### src/rtl/gate_pkg.sv
// Shared definitions for the gate unit: op and state encodings, sweep
// geometry and the lane-wise gate evaluation function.
package gate_pkg;

    // Widest operand the evaluation function handles; callers zero-extend.
    localparam int GATE_MAX_W = 64;

    // Truth-table rows driven by the sweep sequencer: 00, 01, 10, 11.
    localparam int SWEEP_ROWS = 4;

    typedef enum logic [2:0] {
        GOP_AND  = 3'd0,
        GOP_OR   = 3'd1,
        GOP_NAND = 3'd2,
        GOP_NOR  = 3'd3,
        GOP_XOR  = 3'd4,
        GOP_XNOR = 3'd5,
        GOP_NOT  = 3'd6,
        GOP_BUF  = 3'd7
    } gate_op_e;

    typedef enum logic [1:0] {
        ST_IDLE  = 2'd0,
        ST_SWEEP = 2'd1,
        ST_DONE  = 2'd2
    } gate_state_e;

    // Lane-wise gate; NOT and BUF look only at operand A.
    function automatic logic [GATE_MAX_W-1:0] gate_eval(
        input gate_op_e                op,
        input logic [GATE_MAX_W-1:0]   a,
        input logic [GATE_MAX_W-1:0]   b
    );
        logic [GATE_MAX_W-1:0] r;
        case (op)
            GOP_AND:  r = a & b;
            GOP_OR:   r = a | b;
            GOP_NAND: r = ~(a & b);
            GOP_NOR:  r = ~(a | b);
            GOP_XOR:  r = a ^ b;
            GOP_XNOR: r = ~(a ^ b);
            GOP_NOT:  r = ~a;
            GOP_BUF:  r = a;
            default:  r = a;
        endcase
        return r;
    endfunction

endpackage

### src/rtl/gate_lane_array.sv
// Combinational WIDTH-lane gate evaluator. Operands are zero-extended to
// the package width, evaluated, and the low WIDTH lanes returned.
module gate_lane_array
    import gate_pkg::*;
#(
    parameter int WIDTH = 4
) (
    input  logic [2:0]       op,
    input  logic [WIDTH-1:0] a,
    input  logic [WIDTH-1:0] b,
    output logic [WIDTH-1:0] y
);

    logic [GATE_MAX_W-1:0] a_ext;
    logic [GATE_MAX_W-1:0] b_ext;
    logic [GATE_MAX_W-1:0] y_ext;
    // Lanes above WIDTH are computed but deliberately dropped.
    logic                  unused_upper_lanes;

    // Widen the operands and evaluate all lanes in one call.
    always_comb begin
        a_ext = '0;
        b_ext = '0;
        a_ext[WIDTH-1:0] = a;
        b_ext[WIDTH-1:0] = b;
        y_ext = gate_eval(gate_op_e'(op), a_ext, b_ext);
    end

    assign y                  = y_ext[WIDTH-1:0];
    assign unused_upper_lanes = ^y_ext;

endmodule

### src/rtl/gate_unit_seq.sv
// Registered WIDTH-lane gate unit with valid/ready output and a built-in
// truth-table sweep sequencer. Optional registered even parity of y is
// enabled by defining GATE_PARITY_EN (adds the y_par port).
module gate_unit_seq
    import gate_pkg::*;
#(
    parameter int WIDTH = 4,
    parameter int HOLD  = 20
) (
    input  logic             clk,
    input  logic             rst,
    input  logic [2:0]       op,
    input  logic [WIDTH-1:0] a,
    input  logic [WIDTH-1:0] b,
    input  logic             in_valid,
    output logic             in_ready,
    input  logic             start,
    output logic             busy,
    output logic             done,
    output logic [WIDTH-1:0] y,
    output logic             out_valid,
    input  logic             out_ready
`ifdef GATE_PARITY_EN
    ,
    output logic             y_par
`endif
);

    localparam int              HW        = (HOLD > 1) ? $clog2(HOLD) : 1;
    localparam logic [HW-1:0]   HOLD_LAST = HW'(HOLD - 1);
    localparam logic [1:0]      LAST_ROW  = 2'(SWEEP_ROWS - 1);

    gate_state_e      state_q, state_d;
    logic [1:0]       row_q, row_d;
    logic [HW-1:0]    hold_q, hold_d;
    logic [2:0]       op_q, op_d;
    logic [WIDTH-1:0] y_q, y_d;
    logic             out_valid_q, out_valid_d;
    // Keeps in_ready low until the first clock after reset release.
    logic             ready_en_q, ready_en_d;

    logic             can_load;
    logic             in_fire;
    logic             row_fire;
    logic             load;

    logic [2:0]       eval_op;
    logic [WIDTH-1:0] eval_a;
    logic [WIDTH-1:0] eval_b;
    logic [WIDTH-1:0] eval_y;

    // The output register can take a new value if it is empty or draining now.
    assign can_load = !out_valid_q || out_ready;

    // Evaluator input select: sweep row vector while sweeping, else the port operands.
    always_comb begin
        eval_op = op;
        eval_a  = a;
        eval_b  = b;
        if (state_q == ST_SWEEP) begin
            eval_op = op_q;
            eval_a  = {WIDTH{row_q[1]}};
            eval_b  = {WIDTH{row_q[0]}};
        end
    end

    gate_lane_array #(
        .WIDTH (WIDTH)
    ) u_lanes (
        .op (eval_op),
        .a  (eval_a),
        .b  (eval_b),
        .y  (eval_y)
    );

    // Sequencer next state and handshake/status outputs.
    always_comb begin
        state_d    = state_q;
        row_d      = row_q;
        hold_d     = hold_q;
        op_d       = op_q;
        ready_en_d = 1'b1;
        in_ready   = 1'b0;
        busy       = 1'b0;
        done       = 1'b0;
        in_fire    = 1'b0;
        row_fire   = 1'b0;
        case (state_q)
            ST_IDLE: begin
                in_ready = ready_en_q && can_load;
                in_fire  = in_valid && in_ready;
                if (start) begin
                    op_d    = op;
                    row_d   = 2'd0;
                    hold_d  = '0;
                    state_d = ST_SWEEP;
                end
            end
            ST_SWEEP: begin
                busy = 1'b1;
                if (hold_q == HOLD_LAST) begin
                    // Row is due; if the output is blocked, hold stays put and we stall.
                    if (can_load) begin
                        row_fire = 1'b1;
                        hold_d   = '0;
                        if (row_q == LAST_ROW) begin
                            state_d = ST_DONE;
                        end else begin
                            row_d = row_q + 2'd1;
                        end
                    end
                end else begin
                    hold_d = hold_q + HW'(1);
                end
            end
            ST_DONE: begin
                done    = 1'b1;
                state_d = ST_IDLE;
            end
            default: begin
                state_d = ST_IDLE;
            end
        endcase
    end

    // Output register next value: load wins over drain, drain alone clears valid.
    always_comb begin
        load        = in_fire || row_fire;
        y_d         = y_q;
        out_valid_d = out_valid_q;
        if (load) begin
            y_d         = eval_y;
            out_valid_d = 1'b1;
        end else if (out_ready) begin
            out_valid_d = 1'b0;
        end
    end

    // State and output registers; reset also discards any pending result.
    always_ff @(posedge clk or posedge rst) begin
        if (rst) begin
            state_q     <= ST_IDLE;
            row_q       <= 2'd0;
            hold_q      <= '0;
            op_q        <= 3'd0;
            y_q         <= '0;
            out_valid_q <= 1'b0;
            ready_en_q  <= 1'b0;
        end else begin
            state_q     <= state_d;
            row_q       <= row_d;
            hold_q      <= hold_d;
            op_q        <= op_d;
            y_q         <= y_d;
            out_valid_q <= out_valid_d;
            ready_en_q  <= ready_en_d;
        end
    end

    assign y         = y_q;
    assign out_valid = out_valid_q;

`ifdef GATE_PARITY_EN
    logic par_q, par_d;

    // Parity is captured from the same evaluation that loads y.
    always_comb begin
        par_d = par_q;
        if (load) begin
            par_d = ^eval_y;
        end
    end

    // Parity register, cleared with the output register.
    always_ff @(posedge clk or posedge rst) begin
        if (rst) begin
            par_q <= 1'b0;
        end else begin
            par_q <= par_d;
        end
    end

    assign y_par = par_q;
`endif

endmodule

### config.mk
export PLATFORM = sky130hd
export DESIGN_NAME = gate_unit_seq
export DESIGN_NICKNAME = d
export VERILOG_FILES = /design/src/rtl/gate_pkg.sv /design/src/rtl/gate_lane_array.sv /design/src/rtl/gate_unit_seq.sv
export SDC_FILE = /design/constraint.sdc
export NUM_CORES = 1
export LEC_CHECK = 0
export CORE_ASPECT_RATIO = 0.6
export CORE_MARGIN = 5
export CORE_UTILIZATION = 35
export CTS_CLUSTER_SIZE = 28
export DETAILED_ROUTE_END_ITERATION = 7
export GPL_TIMING_DRIVEN = 0
export HOLD_SLACK_MARGIN = 0.03
export PLACE_DENSITY = 0.59
export SYNTH_ARGS = -nofsm -noshare
export SYNTH_HDL_FRONTEND = slang
export SYNTH_HIERARCHICAL = 1
export SYNTH_SLANG_ARGS = --single-unit
### constraint.sdc
create_clock -name clk -period 2.1 [get_ports clk]
set_clock_uncertainty 0.05 [all_clocks]
set_input_delay 0.315 -clock clk [delete_from_list [all_inputs] [get_ports clk]]
set_output_delay 0.315 -clock clk [all_outputs]
set_load 0.01 [all_outputs]
==> impl_results.md <==
- Status: finished clean
- Root Driver: clkbuf_8
- Sequential cell area fraction in the yosys report: 0.321
- Reg-to-Reg Start: state_q[1]
- Post-route DRC: 0
- Slew HR: 0.528
- Routed WL per cell: 14.1 um
- RSZ-0062 raised after global routing: no
- Setup violations, final: 0
- Die ar.: around 5400 um^2
- Synth area leaders: dfrtp_1, ha_1, nand2_1
- Syn Area/Cell: 8.93 um^2
- Later-pin clock latency in the skew report: 250 ps
- Post-synth top area share: 0.321
- Leakage: roughly 0.85 nW
- Area leader, netlist: dfrtp_1
- Mapped Area: 1400 um^2
- CTS Buf Count: 3
- First-pass GRT wire length: 5400 um
- Share of layout cells above drive strength 1: 0.272
- Top post-synthesis cells by count: nand2_1, dfrtp_1, inv_1
- Hold_buf cts: 0
- Reg2reg setup slack: between 80 and 90 ps
- Finished Cell Area: ~1900 um^2
- Pwr Density: 1390 nW/um^2
- Crit-path max cell delay: 370 ps
- Clk pin slew, worst setup/hold paths: approximately 70 ps
- Setup_tns: 0 ps
- Via count: 1,216
- CP max-delay cell: dfrtp_1
- Worst vdd ir: 0.000443 V
- Crit path kind: reg -> reg
- Largest net degree at the start of global routing: 19
- DR pass1 iterations: 4
- # IOs: 24
- Syn-to-layout area delta: 35.7%
- Top-count cell post-synth: nand2_1
- Rows: 17
- Warnings from Yosys: 6
- Fill count: 341
- Max Slew Vio Count: 0
- Post-synth top flop: dfrtp_1
- Total Power: 2.64 mW
- Critical-path cell list: nand2b_4, buf_8, nand2_1, nand2_4, inv_1, ha_4, xor2_1, o22ai_2, nor3b_2, mux2_4
- Reg-to-Reg End: y[2]
- Ant. Diodes: 0
- #FFs+latches synth: 18
- Post-synth EDFFs: 0
- Cells after synthesis: 157
- Worst Setup End Kind: register
- Post-synth cell types: 37
- Hold Vio Cnt, Final: 0
- Final ANT Viol Nets: 0
- PortBufs: 23
- WP buf/inv: 2
- Required time of the critical path: 2190 ps
- Initial Util: 0.373
- Nets: about 220
- Crit path time final: 2020 ps
- Dpl hpwl: about 2600 um
- CTS tree: built
- Vias/cell: 5.11
- Hold Crit Class: in -> async
- Worst setup path endpoint: y[2]
- Element type at the critical path start: register
- Achievable Freq: approximately 500 MHz
- Antenna violations before repair: 0
- Htree depth: 1
- Routability cong.: ~0.83
- Worst reg-to-reg path cell count: 10
- Levels on crit path: 10
- Core Footprint: 3760 um^2
- Placement Cell Area: roughly 1700 um^2
- Syn Nets: about 180
- Critical Path Fanout Max: 10
- GR Util All Layers: 0.129
- Worst-margin pin slew: 707 ps
- Vias in the first global route: 1,125
- Clock sinks: 18
- Max_cap viols: 0
- Arr. time, crit path: roughly 2100 ps
- GRT overflow: 0
- Worst path top cell family by delay: simple AND/OR/NAND/NOR gates
- Drt initial violations: 50
- Die H: 59.0 um
- Crit path from: state_q[1]
- Final Cycle Share: 0.961
- Worst-case clock buffer depth: 2
- Die extent in x: 91.7 um
- Drt total wl: 3350 um
- Synth async-reset ratio: 1.00
==> metal layers <==
layer	track usage	wire (um)	vias to the layer above
met1	0.188	1710	587
li1	-	-	602
met2	0.184	1410	25
met5	0	0	-
met3	0.0444	204	2
met4	0.0296	21	0
==> how the worst min path moves through the flow <==
stage / startpoint / endpoint / cells after the start
floorplan: rst / hold_q[0] / 1
global placement: op_q[2] / op_q[2] / 1
detailed placement: op_q[0] / op_q[0] / 1
CTS: rst / y[3] / 2
global route: y[3] / y[3] / 1
finish: rst / hold_q[2] / 2
==> cell usage in the layout (no fill, tap or decap), types with 2 or more instances in the layout <==
cell and n:
a21oi_1 6, a31oi_1 2, and3_1 2, buf_4 10, clkbuf_8 3, clkdlybuf4s50_1 23, dfrtp_1 17, ha_1 9
inv_1 10, mux2_2 3, mux2_4 4, nand2_1 24, nand2_2 5, nand2_4 4, nand2b_1 2, nand2b_2 5
nand3_1 6, nor2_1 4, nor3b_2 4, o211ai_1 2, o21ai_0 5, o22ai_1 4, or2b_1 5, xnor2_1 4
xor2_1 4
==> repair_timing <==
action | 4_1_cts | 5_1_grt
buffers inserted | 10 | 0
endpoints found under the hold margin | 0 | 0
resized for setup | 14 | 8
pin swaps | 8 | 1
setup endpoints to repair | 4 | 6
==> registers in the layout (all words and copies together), names as in the netlist <==
signal and count:
row_q 2, state_q 2, out_valid 1, ready_en_q 1, hold_q 5, y 4
op_q 3
==> through the flow <==
step	setup WS [ps]	utilization	hold slack [ps]	instances
2_1_floorplan	2.57	-	204	157
3_3_place_gp	-132	0.458	438	227
3_5_place_dp	-185	0.458	443	227
4_1_cts	-10.5	0.505	459	240
5_1_grt	1.21	0.505	495	238
6_report	82.5	0.505	421	238
==> cell type report <==
cell class	count	area, um^2	area share
multi-input cells	123	967	0.508
flip-flops and latches	18	452	0.237
repair buffers	33	305	0.160
well taps	47	58.8	0.0309
inverters	12	52.6	0.0276
clock buffers	3	41.3	0.0217
plain buffers	2	26.3	0.0138
==> cell families (layout without fill, tap and decap cells) <==
kind of cell / after synthesis / after routing / share of synthesized area
mux: 8 / 8 / 0.0740
other cells: 1 / 1 / 0.00267
compound gates: 24 / 24 / 0.102
xor+xnor: 8 / 8 / 0.0500
fa+ha+maj: 10 / 10 / 0.0892
buf+inv: 16 / 50 / 0.0544
flops: 18 / 18 / 0.321
simple gates: 72 / 72 / 0.307
==> power breakdown <==
part           switching (mW)  internal [mW]  leakage, nW  total [mW]
Clock                   0.115          0.127       0.0216       0.243
Combinational           0.875          0.896        0.611        1.77
Sequential              0.136          0.489        0.213       0.625
Total                    1.13           1.51        0.846        2.64
No activity file was read; power rests on OpenSTA's default activity.
